$ cat config.mk
export PLATFORM = sky130hd
export DESIGN_NAME = sync_fifo_prog
export DESIGN_NICKNAME = d
export VERILOG_FILES = /design/src/rtl/sync_fifo_pkg.sv /design/src/rtl/sync_fifo_ram.sv /design/src/rtl/sync_fifo_prog.sv
export SDC_FILE = /design/constraint.sdc
export NUM_CORES = 1
export LEC_CHECK = 0
export CAP_MARGIN = 5
export CORE_UTILIZATION = 25
export CTS_BUF_LIST = sky130_fd_sc_hd__clkbuf_4 sky130_fd_sc_hd__clkbuf_8
export CTS_CLUSTER_SIZE = 25
export DETAILED_ROUTE_END_ITERATION = 8
export PLACE_DENSITY = 0.5
export SLEW_MARGIN = 20
export SYNTH_ARGS = -nofsm -noshare
export SYNTH_HDL_FRONTEND = slang
export SYNTH_HIERARCHICAL = 1
export SYNTH_SLANG_ARGS = --single-unit
$ cat constraint.sdc
create_clock -name clk -period 15.2 [get_ports clk]
set_input_delay 4.56 -clock clk [delete_from_list [all_inputs] [get_ports clk]]
set_output_delay 4.56 -clock clk [all_outputs]
set_load 0.1 [all_outputs]
$ cat src/rtl/sync_fifo_pkg.sv
// Shared helpers for the single-clock programmable FIFO: width math and read-mode encodings.
package sync_fifo_pkg;

  localparam int RD_REGISTERED = 0;
  localparam int RD_SHOWAHEAD  = 1;

  // Never returns less than 1 so a depth-1/2 pointer still has a real bit.
  function automatic int clog2(input int n);
    int r;
    r = 0;
    for (int i = 0; i < 31; i++) begin
      if ((1 << i) < n) r = i + 1;
    end
    return (r < 1) ? 1 : r;
  endfunction

  function automatic int cnt_w(input int depth);
    return clog2(depth + 1);
  endfunction

  function automatic int ptr_w(input int depth);
    return clog2(depth);
  endfunction

endpackage

$ cat src/rtl/sync_fifo_ram.sv
// Simple dual-port storage: one synchronous write port, one asynchronous read address, no reset.
module sync_fifo_ram #(
  parameter int WIDTH = 8,
  parameter int DEPTH = 6,
  parameter int AW    = 3
) (
  input  logic             clk,
  input  logic             we,
  input  logic [AW-1:0]    waddr,
  input  logic [WIDTH-1:0] wdata,
  input  logic [AW-1:0]    raddr,
  output logic [WIDTH-1:0] rdata
);

  logic [WIDTH-1:0] r_mem [DEPTH];

  always_ff @(posedge clk) begin
    if (we) r_mem[waddr] <= wdata;
  end

  assign rdata = r_mem[raddr];

endmodule

$ cat src/rtl/sync_fifo_prog.sv
// Single-clock FIFO, any depth; flags/usedw from registered count; show-ahead 1-cycle, registered 2-cycle write-to-data.
// Writes refused when full, reads when empty; SYNC_FIFO_ERR_EN adds sticky overflow/underflow ports.
module sync_fifo_prog
  import sync_fifo_pkg::*;
#(
  parameter int FIFO_WIDTH = 140,
  parameter int FIFO_DEPTH = 6,
  parameter int AF_LEVEL   = FIFO_DEPTH - 1,
  parameter int AE_LEVEL   = 1,
  parameter int SHOWAHEAD  = RD_REGISTERED,
  localparam int CNT_W     = cnt_w(FIFO_DEPTH),
  localparam int PTR_W     = ptr_w(FIFO_DEPTH)
) (
  input  logic                  clk,
  input  logic                  rst,
  input  logic                  wren,
  input  logic [FIFO_WIDTH-1:0] wrdata,
  input  logic                  rden,
  output logic [FIFO_WIDTH-1:0] rddata,
  output logic                  empty,
  output logic                  full,
  output logic                  almost_empty,
  output logic                  almost_full,
  output logic [CNT_W-1:0]      usedw
`ifdef SYNC_FIFO_ERR_EN
  ,
  output logic                  overflow,
  output logic                  underflow
`endif
);

  logic [PTR_W-1:0]      r_wr_ptr;
  logic [PTR_W-1:0]      r_rd_ptr;
  logic [CNT_W-1:0]      r_count;
  logic                  w_wr_acc;
  logic                  w_rd_acc;
  logic [FIFO_WIDTH-1:0] w_ram_rd;

  if (AF_LEVEL > FIFO_DEPTH) begin : g_bad_af
    $error("sync_fifo_prog: AF_LEVEL must not exceed FIFO_DEPTH");
  end
  if (AE_LEVEL >= FIFO_DEPTH) begin : g_bad_ae
    $error("sync_fifo_prog: AE_LEVEL must be below FIFO_DEPTH");
  end

  assign empty        = (r_count == '0);
  assign full         = (r_count == CNT_W'(FIFO_DEPTH));
  assign almost_empty = (int'(r_count) <= AE_LEVEL);
  assign almost_full  = (int'(r_count) >= AF_LEVEL);
  assign usedw        = r_count;

  assign w_wr_acc = wren & ~full;
  assign w_rd_acc = rden & ~empty;

  // Non-power-of-two depth: wrap explicitly rather than relying on overflow.
  function automatic logic [PTR_W-1:0] ptr_inc(input logic [PTR_W-1:0] p);
    return (p == PTR_W'(FIFO_DEPTH - 1)) ? '0 : p + PTR_W'(1);
  endfunction

  always_ff @(posedge clk) begin
    if (rst) begin
      r_wr_ptr <= '0;
      r_rd_ptr <= '0;
      r_count  <= '0;
    end else begin
      if (w_wr_acc) r_wr_ptr <= ptr_inc(r_wr_ptr);
      if (w_rd_acc) r_rd_ptr <= ptr_inc(r_rd_ptr);
      if (w_wr_acc && !w_rd_acc)      r_count <= r_count + CNT_W'(1);
      else if (!w_wr_acc && w_rd_acc) r_count <= r_count - CNT_W'(1);
    end
  end

  sync_fifo_ram #(
    .WIDTH (FIFO_WIDTH),
    .DEPTH (FIFO_DEPTH),
    .AW    (PTR_W)
  ) u_ram (
    .clk   (clk),
    .we    (w_wr_acc & ~rst),
    .waddr (r_wr_ptr),
    .wdata (wrdata),
    .raddr (r_rd_ptr),
    .rdata (w_ram_rd)
  );

  if (SHOWAHEAD == RD_SHOWAHEAD) begin : g_showahead
    assign rddata = empty ? '0 : w_ram_rd;
  end else begin : g_registered
    logic [FIFO_WIDTH-1:0] r_rddata;
    always_ff @(posedge clk) begin
      if (rst)           r_rddata <= '0;
      else if (w_rd_acc) r_rddata <= w_ram_rd;
    end
    assign rddata = r_rddata;
  end

`ifdef SYNC_FIFO_ERR_EN
  logic r_overflow;
  logic r_underflow;
  always_ff @(posedge clk) begin
    if (rst) begin
      r_overflow  <= 1'b0;
      r_underflow <= 1'b0;
    end else begin
      r_overflow  <= r_overflow  | (wren & full);
      r_underflow <= r_underflow | (rden & empty);
    end
  end
  assign overflow  = r_overflow;
  assign underflow = r_underflow;
`endif

endmodule

==> metrics <==
status=complete, no violations; worst-path fanout max=66; area fraction in compound gates after synthesis=0.0834; total placed cells including tap cells=around 4500; Yosys top cell by area=sky130_fd_sc_hd__edfxtp_1; most used routing layer in global routing=met2; average wire per standard cell=between 20 and 25 um; share of final-layout standard cells stronger than drive strength 1=0.229; Mapped Area=about 39000 sq um; clk_lat worst skew=between 800 and 900 ps; global-route wire length before repair=about 150 mm; number of instances on the worst hold path=2; Area after DPL=43300 sq um; horizontal extent of the die=around 400 um; worst slew pin tran=around 1300 ps; net switching share of the total power=0.352; placeable core region=154000 sq um; Die Y-Extent=approximately 400 um; design internal power=~5.3 mW; worst reg-to-reg path cell count=7; Starting DRT DRC Count=roughly 1200; total leakage power=~15 nW; Synth top area share=0.652; I/O pin count=291; area fraction in and, or, nand and nor cells after synthesis=0.0219; area share of xor/xnor cells in the synthesized design=0.000453; met2 GRT Util=0.194; initial antenna violation count=35; register-to-register setup slack=about 11000 ps; critical path arrival=about 4200 ps; setup total negative slack=0 ps; DRT Wirelength=~100 mm; most frequent cells in the layout=sky130_fd_sc_hd__edfxtp_1, sky130_fd_sc_hd__a21oi_1, sky130_fd_sc_hd__clkdlybuf4s50_1, sky130_fd_sc_hd__clkbuf_8, sky130_fd_sc_hd__dfxtp_1; most common library cell in the layout ignoring fill and taps=sky130_fd_sc_hd__edfxtp_1; worst path setup slack after routing=~6400 ps; net count after synthesis=~2500; Critical Path RT=10640 ps; startpoint kind of the worst setup timing path=flip-flop; GP Congestion=between 0.7 and 0.8; number of iterations in the first detailed-routing pass=5; Slew HR=0.138; r2r endpoint=rddata[78]$_SDFFE_PP0P_; Max clock buf depth=3; standard-cell row count=between 100 and 150; final core utilization=0.306; adder-cell share of the synthesized area=0.00194; number of H-tree branching levels=4; TritonCTS clock tree=done; most used flip-flop cell after synthesis=sky130_fd_sc_hd__edfxtp_1; hold path start=rddata[1]$_SDFFE_PP0P_; number of buffers added by the clock tree synthesis step=around 170; setup repair after global routing missed its margin=false; clock transition at the registers of the reported paths=~60 ps; total non-filler cell area in the finished layout=47100 sq um; post-cts gate resize count=0; number of synthesized flops with an enable pin=between 800 and 900; sum of internal, switching and leakage power=between 8 and 9 mW; number of library cell types mapped by synthesis=35; residual antenna-violating net count after detailed routing=0; share of cell area taken by muxes after synthesis=0.132; Via Count=21600; Worst Setup End Kind=output port; net load switching power=between 2 and 3 mW; mean area per synthesized cell=16.5 sq um; start of the worst register-to-register path=r_rd_ptr[0]$_SDFFE_PP0P_; post-CTS setup-driven buffer insertion count=0; vias per cell=approximately 4.4; reported max-cap violation count=0; Yosys reg bits=around 990; post-layout min period=a little under 9000 ps; dominant combinational cell family by area after synthesis=multiplexers; GR Layer Usage met3=0.0503; largest net degree at the start of global routing=about 130; Cells after Synth=around 2300; proportion of power drawn by combinational gates=0.293; DPL Wire Length=about 60 mm; CTS Hold Bufs=0; number of fill cells in the layout=approximately 15000; met1 Resource Use GR=0.176; Placement Setup Slack=about 7300 ps; PD cells=between 150 and 200 nW/um^2; min-delay worst type=flip-flop to flip-flop; sequential fraction of the synthesis area=0.729; starting density of the core=0.252; Hold Worst Slack=about 470 ps; Synth async-reset ratio=0; endpoints failing setup=0; Peak supply drop=0.114 mV; Hold Violations, Final=0; sink count of the clock tree=between 900 and 1000; remaining global-route overflow=0; max frequency=roughly 110 MHz; fin cells=~5000; CTS Root Cell=sky130_fd_sc_hd__clkbuf_8; hold endpoint=rddata[1]$_SDFFE_PP0P_; synth-to-layout area growth=21.7%; clock network fraction of design power=0.316; number of I/O port buffers=290; worst clock skew=between 50 and 60 ps; number of design rule violations left after detail routing=0; warning count from the yosys run=6; Period Utilization, post-route=0.577; # nets final=~2800; sequential group share of total power=0.392; number of max-slew violations in the final report=0; die area=roughly 160000 sq um; GRT Resource Usage Total=0.131; class of the most critical setup path=flip-flop to output port; number of global-route vias before repair=approximately 22000; largest cells by area after synthesis=sky130_fd_sc_hd__edfxtp_1, sky130_fd_sc_hd__dfxtp_1, sky130_fd_sc_hd__mux2_4, sky130_fd_sc_hd__mux2_2, sky130_fd_sc_hd__a21oi_1
## kinds of logic (layout without fill, tap and decap cells)
group	Yosys count	after routing
AOI/OAI and AO/OA	576	576
xor gates and xnor gates	2	2
adders and majority gates	6	6
buffers and inverters	181	652
DFF	989	989
muxes	422	422
other	0	10
and+or+nand+nor	168	168
## how the worst max path moves through the flow
| stage | startpoint | to | slack, ps | depth (start not counted) |
|---|---|---|---|---|
| final | usedw[0]$_SDFFE_PP0P_ | empty | 6430 | 5 |
| after global routing | usedw[1]$_SDFFE_PP0P_ | empty | 6180 | 5 |
| after CTS | usedw[0]$_SDFFE_PP0P_ | empty | 6300 | 5 |
| after detailed placement | usedw[0]$_SDFFE_PP0P_ | empty | 7330 | 5 |
| after global placement | usedw[1]$_SDFFE_PP0P_ | empty | 7320 | 5 |
| after floorplan | rst | u_ram/r_mem[2][0]$_DFFE_PP_ | 3590 | 5 |
## worst max-delay path, stage by stage (launching register included)
cell and delay, ps:
sky130_fd_sc_hd__dfxtp_1 360, sky130_fd_sc_hd__inv_1 140, sky130_fd_sc_hd__ha_1 210, sky130_fd_sc_hd__nand2b_4 410, sky130_fd_sc_hd__inv_4 780, sky130_fd_sc_hd__clkdlybuf4s50_1 1270
## power by group through the flow
stage	combinational (mW)	sequential (mW)	clock [mW]
2_1_floorplan	1.16	3.95	0
3_3_place_gp	2.42	3.26	0
3_5_place_dp	2.42	3.26	0
4_1_cts	2.43	3.20	2.68
5_1_grt	2.53	3.22	2.79
6_report	2.39	3.20	2.58
## synthesized netlist by cell type, types with 12 or more instances
cell                         n
sky130_fd_sc_hd__edfxtp_1  840
sky130_fd_sc_hd__a21oi_1   288
sky130_fd_sc_hd__dfxtp_1   149
sky130_fd_sc_hd__o21ai_0   146
sky130_fd_sc_hd__mux2i_1   142
sky130_fd_sc_hd__mux2_4    140
sky130_fd_sc_hd__nand3_1   140
sky130_fd_sc_hd__mux2_2    134
sky130_fd_sc_hd__o22ai_1   114
sky130_fd_sc_hd__clkbuf_1   92
sky130_fd_sc_hd__o22ai_2    26
sky130_fd_sc_hd__buf_2      25
sky130_fd_sc_hd__buf_6      25
sky130_fd_sc_hd__buf_12     12
## flip-flops by register name, indices dropped and copies added (netlist names)
name / flops
r_rd_ptr: 3
r_wr_ptr: 3
rddata: 140
u_ram/r_mem: 840
usedw: 3
## layer usage
layer | part of all wire | vias up
met4 | 0.019 | 42
met3 | 0.081 | 187
li1 | - | 9861
met5 | 0.0025 | -
met2 | 0.44 | 543
met1 | 0.46 | 10900
## cell type report
class                   instances  area, sq um  share of cell area
flip-flops and latches        989        28200               0.599
multi-input cells            1174         9340               0.198
repair buffers                322         3220              0.0683
clock buffers                 258         3140              0.0667
well taps                    2044         2560              0.0543
clock inverters                66          581              0.0123
inverters                       6         27.5            0.000584
diodes                         10         25.0            0.000531
(Power assumes the default switching activity.)
